===== src/rtl/fir_serial_mac.sv =====
`timescale 1ns/1ps
`default_nettype none
// ============================================================================
//  Module   : fir_serial_mac
//  Purpose  : Time-multiplexed FIR filter. One sample is accepted per
//             valid/ready handshake into an enable-gated delay line. The tap
//             sum is then accumulated over NTAPS cycles on a single
//             multiplier. The scaled result is presented on a valid/ready
//             output port.
//  Ports    : clk_i, rst_n_i (async, active-low)
//             s_valid_i / s_ready_o / s_data_i  - sample input handshake
//             coeff_i                           - tap k at [k*CW +: CW]
//             m_valid_o / m_ready_i / m_data_o  - result output handshake
//             busy_o                            - MAC or OUT in progress
//  Options  : FIR_SAT_EN - when defined, the scaled result is clamped to the
//             OW-bit signed range. When undefined, the low OW bits are kept
//             (wraparound).
//  Revision : 1.0 - initial release
// ============================================================================
module fir_serial_mac #(
    parameter int DW    = 16,
    parameter int CW    = 16,
    parameter int NTAPS = 8,
    parameter int OW    = 16,
    parameter int SHIFT = 15
) (
    input  logic                  clk_i,
    input  logic                  rst_n_i,
    input  logic                  s_valid_i,
    output logic                  s_ready_o,
    input  logic [DW-1:0]         s_data_i,
    input  logic [NTAPS*CW-1:0]   coeff_i,
    output logic                  m_valid_o,
    input  logic                  m_ready_i,
    output logic [OW-1:0]         m_data_o,
    output logic                  busy_o
);

    localparam int IW = $clog2(NTAPS);
    localparam int PW = DW + CW;
    localparam int AW = DW + CW + IW;
    localparam logic [IW-1:0] c_LAST_IDX = IW'(NTAPS - 1);

    typedef enum logic [1:0] {
        S_IDLE = 2'd0,
        S_MAC  = 2'd1,
        S_OUT  = 2'd2
    } state_t;

    state_t                r_state;
    state_t                w_state_next;

    logic signed [DW-1:0]  r_x [NTAPS];
    logic signed [CW-1:0]  w_c [NTAPS];
    logic signed [AW-1:0]  r_acc;
    logic signed [AW-1:0]  w_acc_next;
    logic signed [AW-1:0]  w_y;
    logic signed [PW-1:0]  w_prod;
    logic [IW-1:0]         r_idx;
    logic [OW-1:0]         r_m_data;
    logic [OW-1:0]         w_m_data_next;
    logic                  w_accept;
    logic                  w_last;

    // Unpack the flat coefficient bus so taps can be selected by index.
    generate
        for (genvar k = 0; k < NTAPS; k++) begin : g_coeff
            assign w_c[k] = coeff_i[k*CW +: CW];
        end
    endgenerate

    // Single shared multiplier; the product is sign-extended into the
    // accumulator, which has log2(NTAPS) guard bits so it cannot overflow.
    assign w_prod     = r_x[r_idx] * w_c[r_idx];
    assign w_acc_next = r_acc + {{(AW-PW){w_prod[PW-1]}}, w_prod};
    assign w_y        = w_acc_next >>> SHIFT;

`ifdef FIR_SAT_EN
    localparam logic signed [AW-1:0] c_Y_MAX = {{(AW-OW+1){1'b0}}, {(OW-1){1'b1}}};
    localparam logic signed [AW-1:0] c_Y_MIN = ~c_Y_MAX;

    always_comb begin
        w_m_data_next = w_y[OW-1:0];
        if (w_y > c_Y_MAX) begin
            w_m_data_next = c_Y_MAX[OW-1:0];
        end else if (w_y < c_Y_MIN) begin
            w_m_data_next = c_Y_MIN[OW-1:0];
        end
    end
`else
    assign w_m_data_next = w_y[OW-1:0];
`endif

    // ------------------------------------------------------------------
    // FSM: state register
    // ------------------------------------------------------------------
    always_ff @(posedge clk_i or negedge rst_n_i) begin
        if (!rst_n_i) begin
            r_state <= S_IDLE;
        end else begin
            r_state <= w_state_next;
        end
    end

    // ------------------------------------------------------------------
    // FSM: next state and outputs
    // ------------------------------------------------------------------
    always_comb begin
        w_state_next = r_state;
        s_ready_o    = 1'b0;
        busy_o       = 1'b0;
        m_valid_o    = 1'b0;
        w_accept     = 1'b0;
        w_last       = 1'b0;
        case (r_state)
            S_IDLE: begin
                s_ready_o = 1'b1;
                if (s_valid_i) begin
                    w_accept     = 1'b1;
                    w_state_next = S_MAC;
                end
            end
            S_MAC: begin
                busy_o = 1'b1;
                if (r_idx == c_LAST_IDX) begin
                    w_last       = 1'b1;
                    w_state_next = S_OUT;
                end
            end
            S_OUT: begin
                busy_o    = 1'b1;
                m_valid_o = 1'b1;
                if (m_ready_i) begin
                    w_state_next = S_IDLE;
                end
            end
            default: begin
                w_state_next = S_IDLE;
            end
        endcase
    end

    // ------------------------------------------------------------------
    // Datapath: delay line, accumulator, tap index, output register.
    // The delay line only moves on an accepted sample, so filter history
    // survives output backpressure.
    // ------------------------------------------------------------------
    always_ff @(posedge clk_i or negedge rst_n_i) begin
        if (!rst_n_i) begin
            for (int k = 0; k < NTAPS; k++) begin
                r_x[k] <= '0;
            end
            r_acc    <= '0;
            r_idx    <= '0;
            r_m_data <= '0;
        end else begin
            if (w_accept) begin
                r_x[0] <= $signed(s_data_i);
                for (int k = 1; k < NTAPS; k++) begin
                    r_x[k] <= r_x[k-1];
                end
                r_acc <= '0;
                r_idx <= '0;
            end else if (r_state == S_MAC) begin
                r_acc <= w_acc_next;
                r_idx <= r_idx + IW'(1);
                // The final sum is taken from the adder output so the result
                // is ready the same cycle the last tap is processed.
                if (w_last) begin
                    r_m_data <= w_m_data_next;
                end
            end
        end
    end

    assign m_data_o = r_m_data;

endmodule
`default_nettype wire


===== config.mk =====
export PLATFORM = sky130hd
export DESIGN_NAME = fir_serial_mac
export DESIGN_NICKNAME = d
export VERILOG_FILES = /design/src/rtl/fir_serial_mac.sv
export SDC_FILE = /design/constraint.sdc
export NUM_CORES = 1
export LEC_CHECK = 0
export ABC_AREA = 1
export CORE_ASPECT_RATIO = 0.75
export CORE_UTILIZATION = 31
export CTS_CLUSTER_SIZE = 12
export DETAILED_ROUTE_END_ITERATION = 8
export PLACE_DENSITY_LB_ADDON = 0.15
export SYNTH_ARGS = -nofsm -noshare
export SYNTH_HDL_FRONTEND = slang
export SYNTH_SLANG_ARGS = --single-unit

===== constraint.sdc =====
create_clock -name clk_i -period 8.1 [get_ports clk_i]
set_clock_uncertainty 0.15 [all_clocks]
set_input_delay 1.62 -clock clk_i [delete_from_list [all_inputs] [get_ports clk_i]]
set_output_delay 1.62 -clock clk_i [all_outputs]
set_load 0.02 [all_outputs]

==> metrics.md <==
| Metric | Value |
|---|---|
| Yosys warns | `0` |
| Final Max Slew Viols | `0` |
| Req. time, crit path | `roughly 8400 ps` |
| Clock buffer depth | `2` |
| Largest area contributor in the netlist | `fa_1` |
| Fin Hold WS | `approximately 330 ps` |
| Core Area | `approximately 66000 um2` |
| R2R cell count | `37` |
| # IOs | `~170` |
| RSZ-0062 raised after global routing | `true` |
| Cell Area, Synth | `between 20000 and 25000 um2` |
| Global-route wire length before repair | `between 100 and 150 mm` |
| Setup ws final | `-393 ps` |
| Hold Vio Cnt, Final | `0` |
| Cells after synthesis | `roughly 2700` |
| DRT met1 WL | `about 36 mm` |
| Worst-Skew Late Latency | `roughly 500 ps` |
| FP Rows | `a little over 80` |
| Cell area after layout | `29500 um2` |
| Hold Path Stages | `2` |
| Final period utilization | `1.05` |
| Post-synthesis register bit count | `between 150 and 200` |
| WL final | `between 70 and 80 mm` |
| Hold Crit Endpoint | `r_x[84]` |
| Mean Syn Cell Area | `7.58 um2` |
| Worst hold start | `r_x[84]` |
| EDFF count, synth | `0` |
| Async SR Flop Fraction | `1.00` |
| CTS clk-pin slew, worst paths | `around 90 ps` |
| Hold crit path type | `flip-flop to flip-flop` |
| Die width | `approximately 300 um` |
| Initial antenna violation count | `1` |
| Top-count cell post-synth | `nand2_1` |
| Slew headroom | `0.341` |
| Nature of the critical path startpoint | `input port` |
| GPL Wtd Cong | `around 0.94` |
| Post-Place Cell Area | `around 26000 um2` |
| Die area | `67800 um2` |
| Final core utilization | `0.450` |
| Status | `complete, but fails checks` |
| Top cells by count, synth | `637 x nand2_1, 533 x inv_1, 262 x o21ai_0` |
| Vias in the first global route | `about 20000` |
| Top FF cell, synth | `dfrtp_1` |
| DRT Pass-1 Iters | `5` |
| Worst path slowest cell | `fa_2` |
| Worst path most repeated cell | `fa_1` |
| Iteration-0 DRC Markers | `~1400` |
| Post-DRT Antenna Nets | `0` |
| CP Capture Type | `flip-flop` |
| Metal2 WL | `about 30 mm` |
| R2r setup slk | `-240 ps` |
| All-layer global routing usage | `0.221` |
| Top cells by area, synth | `fa_1 25%, dfrtp_1 22%, nand2_1 12%, inv_1 9.7%, ha_1 7.1%` |
| Clk sink count | `180` |
| Sequential area share after synthesis | `0.218` |
| Worst r2r src | `r_idx[0]` |
| TritonCTS Buffers | `17` |
| Critical path class | `input port to flip-flop` |
| DR WL met3 | `5.40 mm` |
| Largest net degree at the start of global routing | `roughly 120` |
| Syn nets | `3255` |
| Drt wl/cell | `17.5 um` |
| Worst Path Arrival | `8740 ps` |
| Hpwl dp | `around 58 mm` |
| Min Tclk post-route | `8490 ps` |
| Via/cell ratio | `4.76` |
| Die Y | `roughly 230 um` |
| Via count | `19800` |
| Max capacitance violation total | `0` |
| Hold Buf Count CTS | `0` |
| GR Overflow Total | `0` |
| H-tree lvl count | `4` |
| DRC viols | `0` |
| Worst-path maximum fanout | `7` |
| Area share of the leading cell type in the synthesized netlist | `0.249` |
| Max incr delay on CP | `around 590 ps` |
| Highest clock rate | `around 120 MHz` |
| Nets | `~3800` |
| Pre-CTS setup slack | `-1930 ps` |
| Failing checks | `negative setup slack` |
| Diode count | `0` |
| Distinct cells, synth | `42` |
| Top Layer Used | `met4` |
| Number of port buffers | `~170` |
| CTS tree | `built` |
| Actual slew at the worst max-slew pin | `989 ps` |
| Area growth from synthesis to layout | `42.6%` |
| Effective utilization at floorplan | `0.316` |
| Terminus of the critical flop-to-flop path | `r_acc[30]` |
| Layout cells sized above 1 | `0.309` |
| Final setup fails | `24` |
| Root Driver | `clkbuf_16` |
## kinds of logic (layout without fill, tap and decap cells)
kind of cell	Yosys count	count (layout)	synth area share
AOI/OAI and AO/OA	500	500	0.134
xor gates and xnor gates	34	34	0.0144
DFF	180	180	0.218
and+or+nand+nor	989	989	0.189
buffers and inverters	654	1199	0.125
adders and majority gates	375	375	0.320
## critical path, delay by kind of cell
family	cells	cell delay, ps
and+or+nand+nor	12	1370
adders and majority gates	8	3640
AOI/OAI and AO/OA	8	1190
xor gates and xnor gates	1	220
buffers and inverters	9	680
## metrics by stage
step                      cells  setup TNS (ps)
after detailed placement   4032          -59080
after global placement     4032          -59760
after floorplan            2732            -491
after CTS                  4127           -4440
after global routing       4148          -13880
final                      4148           -6550
## worst max-delay path by stage
stage	from	slack, ps	end
2_1_floorplan	coeff_i[97]	-60	r_acc[29]
3_3_place_gp	coeff_i[113]	-1950	m_data_o[7]
3_5_place_dp	coeff_i[113]	-1930	m_data_o[11]
4_1_cts	coeff_i[103]	-260	r_acc[25]
5_1_grt	coeff_i[98]	-650	r_acc[30]
6_report	coeff_i[98]	-390	r_acc[30]
## final cells by class
cell class                      count  area (um2)
Clock buffer                       17         425
Tap cell                          871        1090
Timing Repair Buffer              613        5200
Clock inverter                     15         209
Inverter                          554        2150
Sequential cell                   180        4510
Multi-Input combinational cell   1898       15900
Fill cell                        6518       36100
## registers in the layout, indices dropped and copies added (netlist names)
register / flops
r_x: 128
r_acc: 31
m_data_o: 16
r_idx: 3
r_state: 2
## placed cells by master (no fill, tap or decap), types with 6 or more instances in the layout
cell	synthesis	layout
xnor2_1	13	9
xor2_1	21	14
o21ai_0	262	192
buf_12	0	21
fa_2	0	18
o22ai_2	0	9
inv_1	533	466
nor2_4	0	32
ha_4	0	35
nor2_1	233	167
clkdlybuf4s50_1	0	45
dlygate4sd2_1	0	57
ha_1	118	81
inv_4	0	7
a21oi_4	0	15
fa_1	257	239
o22ai_1	27	17
nand2_1	637	556
buf_6	6	55
o21ai_1	30	55
clkinvlp_4	0	6
buf_4	7	379
nand2_2	8	54
clkdlybuf4s15_1	0	13
o21ai_2	5	37
inv_2	20	70
nand3_4	0	6
a21oi_1	128	89
o21ai_4	10	23
a21o_1	7	7
buf_2	43	30
clkbuf_16	0	17
nand3_2	2	27
a21oi_2	0	24
nand3_1	77	46
nor2_2	2	36
clkbuf_2	0	11
dfrtp_1	180	178
nand2_4	1	36
## metal layers
layer,track usage,up-vias
met3,0.0652,40
li1,-,9471
met2,0.320,483
met5,0,-
met4,0.0341,0
met1,0.327,9770
## timing repair
item / CTS / global route
gates resized for setup: 566 / 288
pin swaps: 251 / 164
endpoints found under the setup margin: 38 / 38
buffers inserted: 65 / 27
Power is not shown: default switching activity piles up to over one toggle a cycle in this logic, so the estimate is an artifact.
